<file path="src/rtl/alu_regfile_pkg.sv">
// Shared constants for the accumulator/register-file engine: opcodes, FSM
// state encoding and the seven-segment hex table.
package alu_regfile_pkg;

  localparam logic [3:0] OP_NOP = 4'h0;
  localparam logic [3:0] OP_LDI = 4'h1;
  localparam logic [3:0] OP_LD  = 4'h2;
  localparam logic [3:0] OP_ST  = 4'h3;
  localparam logic [3:0] OP_ADD = 4'h4;
  localparam logic [3:0] OP_SUB = 4'h5;
  localparam logic [3:0] OP_AND = 4'h6;
  localparam logic [3:0] OP_OR  = 4'h7;
  localparam logic [3:0] OP_XOR = 4'h8;
  localparam logic [3:0] OP_SHL = 4'h9;
  localparam logic [3:0] OP_SHR = 4'hA;
  localparam logic [3:0] OP_INC = 4'hB;
  localparam logic [3:0] OP_CLR = 4'hC;
  localparam logic [3:0] OP_RSV = 4'hD;

  typedef enum logic [2:0] {
    ST_IDLE  = 3'd0,
    ST_FETCH = 3'd1,
    ST_EXEC  = 3'd2,
    ST_WB    = 3'd3,
    ST_CLEAR = 3'd4
  } state_e;

  // Digit d occupies bits [7*d +: 7]; segments are gfedcba, active high.
  localparam logic [111:0] SEG_TABLE = {
    7'h71, 7'h79, 7'h5E, 7'h39, 7'h7C, 7'h77, 7'h6F, 7'h7F,
    7'h07, 7'h7D, 7'h6D, 7'h66, 7'h4F, 7'h5B, 7'h06, 7'h3F
  };

endpackage

</file>
<file path="src/rtl/seg7_hex_decoder.sv">
// Combinational hex digit to seven-segment (gfedcba, active high) decoder.
module seg7_hex_decoder
  import alu_regfile_pkg::*;
(
  input  logic [3:0] digit_i,
  output logic [6:0] seg_o
);

  assign seg_o = SEG_TABLE[7*digit_i +: 7];

endmodule

</file>
<file path="src/rtl/tt_um_alu_regfile_seg.sv">
// Accumulator + register-file engine: a synchronised strobe launches one
// command, a multi-cycle FSM executes it, acc[3:0] drives the display.
module tt_um_alu_regfile_seg
  import alu_regfile_pkg::*;
#(
  parameter int DATA_W = 4,
  parameter int ADDR_W = 4,
  parameter int SYNC_N = 2
) (
  input  logic              clk,
  input  logic              rst_n,
  input  logic              ena,
  input  logic [DATA_W-1:0] in_data,
  input  logic [ADDR_W-1:0] in_addr,
  input  logic [3:0]        in_opcode,
  input  logic              in_write_enable,
  output logic [7:0]        uo_out,
  output logic [7:0]        uio_out,
  output logic [7:0]        uio_oe,
  output logic [DATA_W-1:0] result_out
);

  localparam int DEPTH = 1 << ADDR_W;

  logic [SYNC_N-1:0] sync_q, sync_d;
  logic              edge_q, edge_d;
  state_e            state_q, state_d;
  logic [3:0]        op_q, op_d;
  logic [ADDR_W-1:0] addr_q, addr_d, clr_idx_q, clr_idx_d;
  logic [DATA_W-1:0] data_q, data_d, acc_q, acc_d, rd_q, rd_d;
  logic              carry_q, carry_d, zero_q, zero_d, err_q, err_d;
  logic [6:0]        seg_q, seg_d, seg_dec;
  logic [DATA_W-1:0] regs_q [DEPTH];
  logic [DATA_W-1:0] regs_d [DEPTH];
  logic [DATA_W:0]   sum, diff;
  logic              go, accept, acc_wr;

  seg7_hex_decoder u_dec (
    .digit_i (acc_q[3:0]),
    .seg_o   (seg_dec)
  );

  // go is a single-cycle pulse on a synchronised low-to-high strobe transition.
  assign go     = sync_q[SYNC_N-1] & ~edge_q;
  assign accept = go & ena & (state_q == ST_IDLE);
  assign sum    = {1'b0, acc_q} + {1'b0, rd_q};
  assign diff   = {1'b0, acc_q} - {1'b0, rd_q};

  always_comb begin
    sync_d    = {sync_q[SYNC_N-2:0], in_write_enable};
    edge_d    = sync_q[SYNC_N-1];
    state_d   = state_q;
    op_d      = op_q;
    addr_d    = addr_q;
    data_d    = data_q;
    clr_idx_d = clr_idx_q;
    acc_d     = acc_q;
    rd_d      = rd_q;
    carry_d   = carry_q;
    zero_d    = zero_q;
    err_d     = err_q;
    regs_d    = regs_q;
    acc_wr    = 1'b0;
    seg_d     = ena ? seg_dec : seg_q;

    if (accept) begin
      op_d      = in_opcode;
      addr_d    = in_addr;
      data_d    = in_data;
      clr_idx_d = '0;
      err_d     = (in_opcode >= OP_RSV);
      state_d   = (in_opcode == OP_CLR) ? ST_CLEAR : ST_FETCH;
    end else if (go) begin
      err_d = 1'b1;
    end

    case (state_q)
      ST_FETCH: begin
        rd_d    = regs_q[addr_q];
        state_d = ST_EXEC;
      end
      ST_EXEC: begin
        acc_wr = 1'b1;
        case (op_q)
          OP_LDI: acc_d = data_q;
          OP_LD:  acc_d = rd_q;
          OP_ADD: {carry_d, acc_d} = sum;
          OP_SUB: {carry_d, acc_d} = diff;
          OP_AND: acc_d = acc_q & rd_q;
          OP_OR:  acc_d = acc_q | rd_q;
          OP_XOR: acc_d = acc_q ^ rd_q;
          OP_SHL: {carry_d, acc_d} = {acc_q, 1'b0};
          OP_SHR: {acc_d, carry_d} = {1'b0, acc_q};
          default: acc_wr = 1'b0;
        endcase
        if (acc_wr) zero_d = (acc_d == '0);
        state_d = ST_WB;
      end
      ST_WB: begin
        if (op_q == OP_ST)  regs_d[addr_q] = acc_q;
        if (op_q == OP_INC) regs_d[addr_q] = rd_q + 1'b1;
        state_d = ST_IDLE;
      end
      ST_CLEAR: begin
        regs_d[clr_idx_q] = '0;
        clr_idx_d         = clr_idx_q + 1'b1;
        if (clr_idx_q == ADDR_W'(DEPTH - 1)) state_d = ST_IDLE;
      end
      default: ;
    endcase
  end

  always_ff @(posedge clk or negedge rst_n) begin
    if (!rst_n) begin
      sync_q    <= '0;
      edge_q    <= 1'b0;
      state_q   <= ST_IDLE;
      op_q      <= OP_NOP;
      addr_q    <= '0;
      data_q    <= '0;
      clr_idx_q <= '0;
      acc_q     <= '0;
      rd_q      <= '0;
      carry_q   <= 1'b0;
      zero_q    <= 1'b0;
      err_q     <= 1'b0;
      seg_q     <= SEG_TABLE[6:0];
      for (int i = 0; i < DEPTH; i++) regs_q[i] <= '0;
    end else begin
      sync_q    <= sync_d;
      edge_q    <= edge_d;
      state_q   <= state_d;
      op_q      <= op_d;
      addr_q    <= addr_d;
      data_q    <= data_d;
      clr_idx_q <= clr_idx_d;
      acc_q     <= acc_d;
      rd_q      <= rd_d;
      carry_q   <= carry_d;
      zero_q    <= zero_d;
      err_q     <= err_d;
      seg_q     <= seg_d;
      for (int i = 0; i < DEPTH; i++) regs_q[i] <= regs_d[i];
    end
  end

  assign uo_out     = {(state_q != ST_IDLE), seg_q};
  assign uio_out    = {4'b0000, err_q, carry_q, zero_q, 1'b0};
  assign uio_oe     = 8'b0000_1110;
  assign result_out = acc_q;

endmodule

</file>
<file path="config.mk">
export PLATFORM = sky130hd
export DESIGN_NAME = tt_um_alu_regfile_seg
export DESIGN_NICKNAME = d
export VERILOG_FILES = /design/src/rtl/alu_regfile_pkg.sv /design/src/rtl/seg7_hex_decoder.sv /design/src/rtl/tt_um_alu_regfile_seg.sv
export SDC_FILE = /design/constraint.sdc
export NUM_CORES = 1
export LEC_CHECK = 0
export CAP_MARGIN = 20
export CORE_MARGIN = 3
export CORE_UTILIZATION = 30
export DETAILED_ROUTE_END_ITERATION = 10
export SKIP_LAST_GASP = 1
export SYNTH_ARGS = -nofsm -noshare
export SYNTH_HDL_FRONTEND = slang
export SYNTH_SLANG_ARGS = --single-unit
</file>
<file path="constraint.sdc">
create_clock -name clk -period 7.7 [get_ports clk]
set_input_delay 1.54 -clock clk [delete_from_list [all_inputs] [get_ports clk]]
set_output_delay 1.54 -clock clk [all_outputs]
set_load 0.02 [all_outputs]
</file>
# Yosys cells after proc, flatten, opt, wreduce, memory -nomap -nowiden
# Cells that the tools add are included.
# totals
ff_bits	104
in_bits	16
elab_cells	106
# op_classes
eq_ne	17
mul	1
n_addsub	4
n_lt_le_gt_ge	5
mux	26
n_reduce_logical	12
shift	1
bitwise	11
# op_table
operator	count
2-to-1 mux 64 bit	3
bitwise mux 64 bit	2
case mux 64 bit (2 select lines)	1
variable part select 112 x 8 -> 7 bit, first input constant	1
AND 64 bit	1
NOT 64 bit	1
case mux 4 bit (9 select lines)	1
demux 4 bit (select 4 bit)	2
2-to-1 mux 4 bit	7
equality test 4 bit, second input constant	6
binary-select mux 4 bit (select 4 bit)	1
equality test 4 x 3 -> 1 bit, second input constant	4
case mux 3 bit (4 select lines)	1
>= comparator 5 bit, second input constant	2
less-than comparator 5 x 1 -> 1 bit, second input constant	2
NOT 4 -> 5 bit	2
2-to-1 mux 3 bit	3
OR reduction 9 bit	1
adder 4 x 1 -> 4 bit, second input constant	2
equality test 4 x 2 -> 1 bit, second input constant	2
multiplier 3 x 4 -> 7 bit, first input constant	1
equality test 3 x 2 -> 1 bit, second input constant	2
nonzero test 2 bit	3
adder 4 x 4 -> 5 bit	1
other kinds (18)	25

# Logic depth before layout (Yosys ltp)
# logic_depth
depth_word	11
depth_mapped	11
depth_no_buf	10

# Hierarchy
# Synthesis repeated with hierarchy kept, for this count alone.
# unflattened
cells_unflattened	712
area_unflattened_um2	6900.4
# by_module_without_submodules
module	seq_area_each_um2	area_per_inst_um2	n_inst	cells_each
tt_um_alu_regfile_seg	2610.0	6612.6	1	679
seg7_hex_decoder	0.0	287.8	1	33

# Worst setup path before layout
# Ideal clock, no wire load.
# synth_path
path_kind	input-to-reg
from	input port ena
to	register addr_q[3]
slack_ns	4.833
arrival_ns	2.742
path_stages	5
setup_time_ns	0.125
path_buffers	2
cell_sequence	clkbuf_1 nand2_1 nor2_2 buf_4 mux2_2
# synth_between
elab_chain_cells	2
# synth_rtl
element	line	rtl
start: declaration	tt_um_alu_regfile_seg.sv:12	input logic ena,
AND 1 bit (2 in series)	tt_um_alu_regfile_seg.sv:45	assign accept = go & ena & (state_q == ST_IDLE);
end signal: assignment	tt_um_alu_regfile_seg.sv:134	addr_q <= addr_d;
end: declaration	tt_um_alu_regfile_seg.sv:29	logic [ADDR_W-1:0] addr_q, addr_d, clr_idx_q, clr_idx_d;
# Every way passes these cells.
# A chain may end at the register's enable or synchronous reset.

# Worst setup path in the final report
# layout_path
from	register acc_q[2], in the netlist result_out[2]
to	output port result_out[2]
# layout_lines
element	line	rtl
start: declaration	tt_um_alu_regfile_seg.sv:30	logic [DATA_W-1:0] data_q, data_d, acc_q, acc_d, rd_q, rd_d;
start signal: assignment	tt_um_alu_regfile_seg.sv:122	acc_q <= '0;
start signal: assignment	tt_um_alu_regfile_seg.sv:137	acc_q <= acc_d;
end: declaration	tt_um_alu_regfile_seg.sv:20	output logic [DATA_W-1:0] result_out
# No word-level cell between the ends.

==> results.py <==
metrics = {
    "setup_path": {
        "worst-path-buf-inv": 1,
        "crit_slowest_cell": "dfrtp_1",
        "required_ns": 6.16,
        "ff2ff_path_depth": 7,
        "end_kind": "primary output",
        "ff2ff_setup_slack_ns": 4.44,
        "path_class": "flop to primary output",
        "r2r_end": "zero_q",
        "regToRegStartpoint": "result_out[2]",
        "slowest_delay_ns": 1.02,
        "cp_max_fo": 23,
        "start_kind": "flop",
        "cp_cell_sequence": "clkdlybuf4s50_1",
        "arrival_ns": 2.14,
        "crit_family": "flip-flops",
    },
    "synth": {
        "yosys-top-cells-area": "dfrtp_1 34%, mux4_2 6.0%, o21ai_0 4.8%",
        "synth_edf_count": 0,
        "syn-instance-count": 774,
        "ys_ff_latch": 104,
        "synth_top_area_share_pct": 34.33,
        "yosys_warnings": 0,
        "ys_types": 68,
        "synth_top_area_cell": "dfrtp_1",
        "async_flop_share_pct": 100.0,
        "synthFlopType": "dfrtp_1",
        "synth_area_um2": 7143,
        "avgSynthCellArea_um2": 9.229,
        "ys_seq_area_share_pct": 36.54,
        "synth_commonest_cells": "98 x dfrtp_1, 80 x nand2_1, 68 x o21ai_0",
        "synth_most_common_cell": "dfrtp_1",
    },
    "timing": {
        "period_share_pct": 47.78,
        "final_hold_viol_count": 0,
        "fin_setup_tns_ns": 0,
        "fin_crit_ns": 3.679,
        "drv_slew": 0,
        "slew_headroom_pct": 26.15,
        "skew_ns": 0.01238,
        "tightestPinTransition_ns": 1.102,
        "setup_viol": 0,
        "max_freq_ghz": 0.2718,
        "rsz0062_at_grt": "false",
    },
    "power_and_ir_drop": {
        "p_seq_share_pct": 33.1,
        "clockPowerShare_pct": 17.0,
        "vdd_ir_drop_max_uv": 188.9,
        "p_leak_nw": 3.216,
        "p_switching_mw": 1.293,
        "p_per_area_nw_per_um2": 349.8,
        "intPower_mw": 1.478,
        "switching_share_pct": 46.66,
        "comb_power_share_pct": 49.9,
    },
    "detailed_routing": {
        "routedWlPerCell_um": 19.17,
        "drc": 0,
        "routed_via_density": 5.580,
        "vias": 6077,
        "drt_iter0_markers": 643,
        "ant_nets": 0,
        "drtPass1Iterations": 6,
        "wirelength_mm": 20.87,
    },
    "place": {
        "portBuffers": 30,
        "place_hpwl_mm": 14.35,
        "place_congestion": 0.8861,
        "place_area_um2": 7592,
    },
    "global_routing": {
        "track_usage_pct": 16.35,
        "antenna_found_initial": 0,
        "grt_pass1_wl_mm": 33.67,
        "grt_pass1_vias": 5751,
        "globalRouteOverflowTotal": 0,
        "grt_max_degree": 60,
    },
    "cts": {
        "clock_latency_ns": 0.36,
        "post_cts_resized": 0,
        "htree_num_levels": 3,
        "holdBufCountCts": 0,
        "clk_pin_slew_ns": 0.07,
        "cts.sinks": 104,
        "cts_tree": "done",
        "cts_buffers": 9,
        "post_cts_buffers": 0,
        "cts_max_path_buffers": 2,
        "cts_root_buffer": "clkbuf_16",
    },
    "hold_path": {
        "hold_end": "sync_q[1]",
        "hold_path_startpoint": "sync_q[0]",
        "min_path_cells": 0,
        "hp-class": "flop to flop",
    },
    "floorplanning": {
        "coreArea_um2": 22980,
        "die_h_um": 160.3,
        "dieArea_um2": 25700,
        "io_pins": 44,
        "initial_core_util_pct": 31.08,
        "die_w_um": 160.3,
        "rows": 55,
    },
    "cells_and_area": {
        "areaGrowthSynthToFinish_pct": 10.91,
        "finalInstanceArea_um2": 7923,
        "drive_above_1_share_pct": 11.86,
        "nFillCells": 2325,
        "diodes": 0,
        "fin_nets": 814,
    },
    "flow_run": {
        "maxCapViolations": 0,
    },
    "outcome": {
        "outcome": "complete, no violations",
    },
}
flip-flops by register name, summed over array words and instances, names as in the netlist:
signal      cells
regs_q         64
seg_q           7
addr_q          4
clr_idx_q       4
data_q          4
op_q            4
rd_q            4
result_out      4
state_q         3
sync_q          2
carry_q         1
edge_q          1
err_q           1
zero_q          1
layout by cell type, fill, tap and decap left out, types with 10 or more instances in the layout:
cell type,n
a32oi_1,10
buf_4,11
a31oi_1,14
nor2b_1,15
nand3_1,13
o21ai_0,68
nor3_1,11
inv_1,17
o21ai_1,38
dfrtp_1,98
conb_1,13
nand2_1,80
a21oi_1,46
nor2_1,63
ha_1,24
o22ai_1,10
mux2_2,20
mux4_2,19
mux2i_1,28
a22oi_1,17
clkdlybuf4s50_1,29
a22o_1,14
how the worst max path moves through the flow:
| stage | start | endpoint | slack [ns] | cells after the start |
|---|---|---|---|---|
| after floorplan | ena | addr_q[3] | 4.83 | 5 |
| after global placement | ena | addr_q[0] | 4.03 | 4 |
| after detailed placement | ena | data_q[2] | 3.97 | 4 |
| after CTS | result_out[1] | result_out[1] | 3.82 | 1 |
| after global routing | result_out[2] | result_out[2] | 3.94 | 1 |
| final | result_out[2] | result_out[2] | 4.02 | 1 |
cells by family after synthesis:
kind of cell	after synthesis	share of synthesized area (%)
DFF	104	36.54
muxes	69	13.80
AOI/OAI and AO/OA	256	22.19
adders and majority gates	26	4.764
buffers and inverters	83	6.008
xor gates and xnor gates	8	0.9809
other	2	0.1051
and+or+nand+nor	226	15.61
layout make-up:
cell class / instances / area [µm²] / share of cell area, %
multi-input cells: 598 / 4158 / 52.48
flip-flops and latches: 104 / 2610 / 32.94
repair buffers: 41 / 400.4 / 5.054
well taps: 313 / 391.6 / 4.943
clock buffers: 10 / 239.0 / 3.016
inverters: 18 / 67.56 / 0.8528
clock inverters: 5 / 56.30 / 0.7107
stage by stage:
stage / power, mW / worst slack, ns / util (%) / hold slack [ns] / std cells
after global placement: 2.255 / 4.033 / 33.03 / 0.3338 / 1072
after detailed placement: 2.266 / 3.970 / 33.03 / 0.3372 / 1072
after CTS: 2.745 / 3.825 / 34.32 / 0.3543 / 1087
after global routing: 2.957 / 3.940 / 34.47 / 0.3673 / 1089
after floorplan: 1.866 / 4.833 / - / 0.3312 / 785
final: 2.771 / 4.021 / 34.47 / 0.3539 / 1089
metal layers:
metal  global-route usage [%]  routed length (µm)  vias up
met3                    3.456                1523       46
met4                    6.272                 618        0
met1                    23.70                9549     2924
met2                    23.84                9181      279
li1                         -                   -     2828
met5                        0                   0        -
power by group through the flow:
stage          combinational [mW]  clock [mW]  sequential (mW)
2_1_floorplan                1.06           0            0.807
3_3_place_gp                 1.32           0            0.938
3_5_place_dp                 1.32           0            0.942
4_1_cts                      1.33       0.483            0.932
5_1_grt                      1.50       0.507            0.946
6_report                     1.38       0.470            0.917
(Power assumes the default switching activity.)
